--- src/rtl/shot_game_ctrl.sv ---
`default_nettype none
// ============================================================================
//  Module   : shot_game_ctrl
//  Purpose  : Possession sequencer for the shot clock. It drives the counter
//             load/hold controls, keeps the BCD score and drives the buzzer.
//  Revision : 1.0  initial release
// ============================================================================
module shot_game_ctrl #(
  parameter int SHOT_POINTS  = 2,
  parameter int FLIGHT_TICKS = 3,
  parameter int BUZZ_TICKS   = 2
) (
  input  logic       clk,
  input  logic       rst,
  input  logic       tick_1hz,
  input  logic       start_pulse,
  input  logic       shot_pulse,
  input  logic       made_pulse,
  input  logic       clock_zero,
  output logic       load,
  output logic       hold,
  output logic [3:0] score_tens,
  output logic [3:0] score_ones,
  output logic       buzzer,
  output logic [1:0] state
);

  localparam logic [3:0] c_points = 4'(SHOT_POINTS);
  localparam logic [3:0] c_flight = 4'(FLIGHT_TICKS);
  localparam logic [3:0] c_buzz   = 4'(BUZZ_TICKS);

  typedef enum logic [1:0] {
    IDLE   = 2'b00,
    ARMED  = 2'b01,
    FLIGHT = 2'b10,
    BUZZ   = 2'b11
  } state_t;

  state_t     r_state, w_next;
  logic       r_load, r_load_d, r_hold, r_buzzer, r_fresh;
  logic [3:0] r_tens, r_ones, r_flight_cnt, r_buzz_cnt;

  logic       w_load, w_zero_ok, w_tick;
  logic [3:0] w_tens, w_ones, w_flight_cnt, w_buzz_cnt;
  logic [3:0] w_ones_sum, w_add_tens, w_add_ones;

  // Counter flag is stale in the load cycle and the one after it.
  assign w_zero_ok  = !r_load && !r_load_d;
  // Ticks landing on the first cycle of a new state are not counted.
  assign w_tick     = tick_1hz && !r_fresh;
  assign w_ones_sum = r_ones + c_points;

  always_comb begin
    w_add_tens = r_tens;
    w_add_ones = w_ones_sum;
    if (w_ones_sum >= 4'd10) begin
      if (r_tens == 4'd9) begin
        w_add_tens = 4'd9;
        w_add_ones = 4'd9;
      end else begin
        w_add_tens = r_tens + 4'd1;
        w_add_ones = w_ones_sum - 4'd10;
      end
    end
  end

  always_comb begin
    w_next       = r_state;
    w_load       = 1'b0;
    w_tens       = r_tens;
    w_ones       = r_ones;
    w_flight_cnt = r_flight_cnt;
    w_buzz_cnt   = r_buzz_cnt;
    case (r_state)
      IDLE: begin
        if (start_pulse) begin
          w_next = ARMED;
          w_load = 1'b1;
        end
      end
      ARMED: begin
        if (start_pulse) begin
          w_load = 1'b1;
        end else if (shot_pulse) begin
          w_next       = FLIGHT;
          w_flight_cnt = 4'd0;
        end else if (clock_zero && w_zero_ok) begin
          w_next     = BUZZ;
          w_buzz_cnt = 4'd0;
        end
      end
      FLIGHT: begin
        if (start_pulse) begin
          w_next = ARMED;
          w_load = 1'b1;
        end else if (made_pulse) begin
          w_next = ARMED;
          w_load = 1'b1;
          w_tens = w_add_tens;
          w_ones = w_add_ones;
        end else if (w_tick) begin
          w_flight_cnt = r_flight_cnt + 4'd1;
          if (w_flight_cnt == c_flight) begin
            w_next = ARMED;
            w_load = 1'b1;
          end
        end
      end
      BUZZ: begin
        if (start_pulse) begin
          w_next = ARMED;
          w_load = 1'b1;
        end else if (w_tick) begin
          w_buzz_cnt = r_buzz_cnt + 4'd1;
          if (w_buzz_cnt == c_buzz) w_next = IDLE;
        end
      end
      default: w_next = IDLE;
    endcase
  end

  always_ff @(posedge clk or posedge rst) begin
    if (rst) begin
      r_state      <= IDLE;
      r_load       <= 1'b0;
      r_load_d     <= 1'b0;
      r_hold       <= 1'b0;
      r_buzzer     <= 1'b0;
      r_fresh      <= 1'b0;
      r_tens       <= 4'd0;
      r_ones       <= 4'd0;
      r_flight_cnt <= 4'd0;
      r_buzz_cnt   <= 4'd0;
    end else begin
      r_state      <= w_next;
      r_load       <= w_load;
      r_load_d     <= r_load;
      r_hold       <= (w_next == FLIGHT) || (w_next == BUZZ);
      r_buzzer     <= (w_next == BUZZ);
      r_fresh      <= (w_next != r_state);
      r_tens       <= w_tens;
      r_ones       <= w_ones;
      r_flight_cnt <= w_flight_cnt;
      r_buzz_cnt   <= w_buzz_cnt;
    end
  end

  assign load       = r_load;
  assign hold       = r_hold;
  assign buzzer     = r_buzzer;
  assign score_tens = r_tens;
  assign score_ones = r_ones;
  assign state      = r_state;

endmodule
`default_nettype wire

--- config.mk ---
export PLATFORM = sky130hd
export DESIGN_NAME = shot_game_ctrl
export DESIGN_NICKNAME = d
export VERILOG_FILES = /design/src/rtl/shot_game_ctrl.sv
export SDC_FILE = /design/constraint.sdc
export NUM_CORES = 1
export LEC_CHECK = 0
export CORE_ASPECT_RATIO = 0.8
export CORE_MARGIN = 4
export CORE_UTILIZATION = 47
export DETAILED_ROUTE_END_ITERATION = 6
export PLACE_DENSITY_LB_ADDON = 0.3
export SETUP_SLACK_MARGIN = 0.3
export SYNTH_ARGS = -nofsm -noshare
export SYNTH_HDL_FRONTEND = slang
export SYNTH_SLANG_ARGS = --single-unit
export TNS_END_PERCENT = 100
--- constraint.sdc ---
create_clock -name clk -period 1.6 [get_ports clk]
set_input_delay 0.32 -clock clk [delete_from_list [all_inputs] [get_ports clk]]
set_output_delay 0.32 -clock clk [all_outputs]
set_load 0.01 [all_outputs]
==> flow_summary_export.csv <==
group,metric,value,unit
outcome,status,"finished, violations left",
outcome,failed_checks,"negative setup slack",
detailed_routing,avgViaCountPerCell,5.85,
global_routing,grt_first_pass_wirelength,6460,µm
yosys,synthesized_area_fraction_occupied_by_ao_oa_aoi_and_oai_cells,0.162,
place,port-buffer-count,19,
clock_tree,clk_latency,0.34,ns
yosys,synth_adder_area_share,0.0480,
detailed_routing,initialDrtViolationCount,82,
setup_path,cp_required,1.84,ns
final_layout,synthToLayoutAreaGrowth,81.8,%
setup_path,criticalPathCategory,"reg2reg",
yosys,mappedNetlistNets,140,
die,placeableCoreArea,2540,µm²
timing,finalWorstPathRequiredPeriod,1.67,ns
clock_tree,cts_buffers,3,
clock_tree,clk_root_buffer_cell,"sky130_fd_sc_hd__clkbuf_4",
setup_path,cp-start-kind,"flip-flop",
yosys,number_of_enable_type_register_cells_in_the_synthesized_netlist,0,
power_and_ir_drop,leakage,0.00107,µW
yosys,synth-xor-area-share,0.0471,
setup_path,worstSetupEndpointType,"flip-flop",
place,hpwlAfterDp,2200,µm
die,die_y,55.1,µm
clock_tree,h-tree-depth,1,
timing,final_critical_path_setup_slack,-0.0719,ns
timing,grt_setup_unrepaired,"yes",
yosys,netlist_area,1300,µm²
run,max_cap_viol_count,0,
timing,clock_skew,0.0151,ns
final_layout,layout.filler_cells,83,
min_path,timing.hold.worst.class,"in2async",
yosys,synth.lib_cells_used.distinct,45,
final_layout,multi_input_gate_area,1020,µm²
clock_tree,clock_sinks,22,
yosys,yosys_warnings,0,
final_layout,register_area,559,µm²
final_layout,num_antenna_cells,0,
yosys,synth_sequential_area_ratio,0.423,
final_layout,layout.nets,218,
final_layout,proportion_of_layout_cells_with_a_drive_suffix_above_1,0.649,
yosys,postSynth.asyncResetShare,1.00,
detailed_routing,drc_errors,0,
yosys,post_synth_inst_count,128,
timing,hold_violations,0,
setup_path,critical_path.slowest_cell,"sky130_fd_sc_hd__dfrtp_1",
timing,final_max_slew_viol_count,0,
final_layout,stdcell_count,241,
timing,transition_time_of_the_tightest_slew_check_pin,0.392,ns
timing,holdWs,0.329,ns
setup_path,wp_data_arrival,1.91,ns
global_routing,aggregate_global_route_resource_usage,0.238,
yosys,dominant_combinational_cell_family_by_area_after_synthesis,"simple AND/OR/NAND/NOR gates",
global_routing,antenna_found_initial,0,
clock_tree,tritoncts,"done",
die,placement_rows,16,
power_and_ir_drop,power.density,905,nW/µm²
detailed_routing,detail_route.wirelength,5140,µm
timing,setup-tns-final,-0.137,ns
detailed_routing,dr.pass1.iters,4,
setup_path,crit_family,"simple AND/OR/NAND/NOR gates",
place,place_congestion,0.892,
power_and_ir_drop,peakVddDrop,923,µV
detailed_routing,antenna_left,0,
place,placedCellCount,198,
clock_tree,cts_max_path_buffers,2,
yosys,synth.avg_cell_area,10.2,µm²
yosys,synth-simple-area-share,0.230,
global_routing,grt_remaining_overflow,0,
final_layout,final_core_util,0.932,
die,fp.dieW,66.9,µm
yosys,yosys-mux-area-fraction,0.0442,
timing,slew_headroom,0.739,
setup_path,crit_chain,"ha_4, xor2_4, nor3b_4, buf_6, nand4_1, xnor2_1",
detailed_routing,vias,1409,
die,io-pin-count,20,
yosys,postSynthRegisterBits,22,
detailed_routing,drt_wl_cell,21.3,µm
timing,clock.fmax,0.598,GHz
die,starting_density,0.512,
global_routing,maximum_number_of_pins_on_one_net_before_global_route_repair,23,
timing,setup_viol_count_final,5,
die,dieArea,3680,µm²
yosys,postSynth.topFlopCell,"sky130_fd_sc_hd__dfrtp_1",
setup_path,critPathMaxFanout,4,
global_routing,first_global_vias,1384,
timing,finalCritPeriodShare,1.04,
setup_path,critical_path_buf_inv_count,1,
setup_path,slowest_delay,0.45,ns
clock_tree,cts.reportedPaths.clkPinSlew,0.14,ns
## cell usage in the layout, fill, tap and decap left out, types with 2 or more instances in the layout
cell type	count
sky130_fd_sc_hd__buf_4	41
sky130_fd_sc_hd__buf_6	18
sky130_fd_sc_hd__dfrtp_1	15
sky130_fd_sc_hd__inv_1	7
sky130_fd_sc_hd__dfrtp_2	7
sky130_fd_sc_hd__nor2_1	6
sky130_fd_sc_hd__nand2_1	6
sky130_fd_sc_hd__o21ai_2	6
sky130_fd_sc_hd__clkbuf_2	6
sky130_fd_sc_hd__clkdlybuf4s50_1	5
sky130_fd_sc_hd__xnor2_2	4
sky130_fd_sc_hd__o31ai_2	4
sky130_fd_sc_hd__nand2_2	3
sky130_fd_sc_hd__mux2_4	3
sky130_fd_sc_hd__a21oi_1	3
sky130_fd_sc_hd__ha_4	3
sky130_fd_sc_hd__clkbuf_4	3
sky130_fd_sc_hd__buf_2	3
sky130_fd_sc_hd__nor2b_4	2
sky130_fd_sc_hd__nor3b_4	2
sky130_fd_sc_hd__mux2i_1	2
sky130_fd_sc_hd__nand3_1	2
sky130_fd_sc_hd__o31ai_4	2
sky130_fd_sc_hd__a21o_1	2
sky130_fd_sc_hd__nand3_4	2
sky130_fd_sc_hd__o21ai_0	2
sky130_fd_sc_hd__nand2b_1	2
## cell type report
cell class,instances,share of cell area
repair buffers,77,0.278
flip-flops and latches,22,0.236
inverters,8,0.0127
multi-input cells,94,0.432
clock buffers,3,0.00951
well taps,36,0.0190
clock inverters,1,0.0127
## per-layer routing
| layer | wire, µm | global-route usage |
|---|---|---|
| met1 | 1900 | 0.256 |
| met2 | 2620 | 0.472 |
| met3 | 316 | 0.0525 |
| met4 | 313 | 0.0707 |
| met5 | 0 | 0 |
## sequential cells by signal, summed over array words and instances, names as in the netlist
name,flops
buzzer,1
load,1
r_flight_cnt,4
score_tens,4
hold,1
state,1
score_ones,4
r_load_d,1
r_fresh,1
r_buzz_cnt,4
## cells in the mapped netlist, types with 3 or more instances
| cell | count | area (µm²) |
|---|---|---|
| sky130_fd_sc_hd__dfrtp_1 | 22 | 551 |
| sky130_fd_sc_hd__ha_1 | 5 | 62.6 |
| sky130_fd_sc_hd__nor2b_1 | 3 | 18.8 |
| sky130_fd_sc_hd__nor2_1 | 7 | 26.3 |
| sky130_fd_sc_hd__nand2b_1 | 3 | 18.8 |
| sky130_fd_sc_hd__inv_1 | 8 | 30.0 |
| sky130_fd_sc_hd__o21ai_0 | 9 | 45.0 |
| sky130_fd_sc_hd__o31ai_1 | 7 | 52.6 |
| sky130_fd_sc_hd__a21oi_1 | 4 | 20.0 |
| sky130_fd_sc_hd__nand3_1 | 5 | 25.0 |
| sky130_fd_sc_hd__nand2_1 | 9 | 33.8 |
| sky130_fd_sc_hd__xnor2_1 | 6 | 52.6 |
## worst register-to-register path: stages, from the launching register on
cell and delay [ns]:
sky130_fd_sc_hd__dfrtp_1 0.45, sky130_fd_sc_hd__ha_4 0.19, sky130_fd_sc_hd__xor2_4 0.15, sky130_fd_sc_hd__nor3b_4 0.34, sky130_fd_sc_hd__buf_6 0.16, sky130_fd_sc_hd__nand4_1 0.13
sky130_fd_sc_hd__xnor2_1 0.16
## per-stage QoR
stage	area [µm²]	setup slack, ns	total power [µW]
global route	2370	-0.141	2250
detailed placement	1700	-0.284	1220
global placement	1700	-0.242	1200
floorplan	1350	-0.0144	1000
CTS	2090	0.0578	1890
finish	2370	-0.0719	2140
## path summary, 6_finish.rpt
check / cells past startpoint / from / slack, ns / endpoint
worst max-delay path: 6 / score_ones[2] / -0.07 / score_tens[3]
worst min-delay path: 3 / rst / 0.33 / hold
worst max register to register: 6 / score_ones[2] / -0.07 / score_tens[3]
worst min register to register: 1 / load / 0.54 / r_load_d
max in group asynchronous: 3 / rst / 1.01 / r_flight_cnt[0]
min in group clk: 1 / load / 0.54 / r_load_d
## report_power, final
part	internal [µW]	switching, µW
logic	536	450
clock network	254	193
registers	624	87.1
## timing repair
item | CTS | global route
hold buffers | 0 | 0
pin swaps | 19 | 14
resized for setup | 74 | 56
setup buffers | 28 | 11
setup endpoints to repair | 33 | 32
## logic make-up (layout without fill, tap and decap cells)
kind of cell / Yosys count / after routing
XOR/XNOR: 7 / 7
adder cells (fa/ha/maj): 5 / 5
AO/OA/AOI/OAI: 31 / 31
multiplexers: 5 / 5
buffers and inverters: 12 / 89
AND/OR/NAND/NOR: 46 / 46
flip-flops: 22 / 22
(Power assumes the default switching activity.)
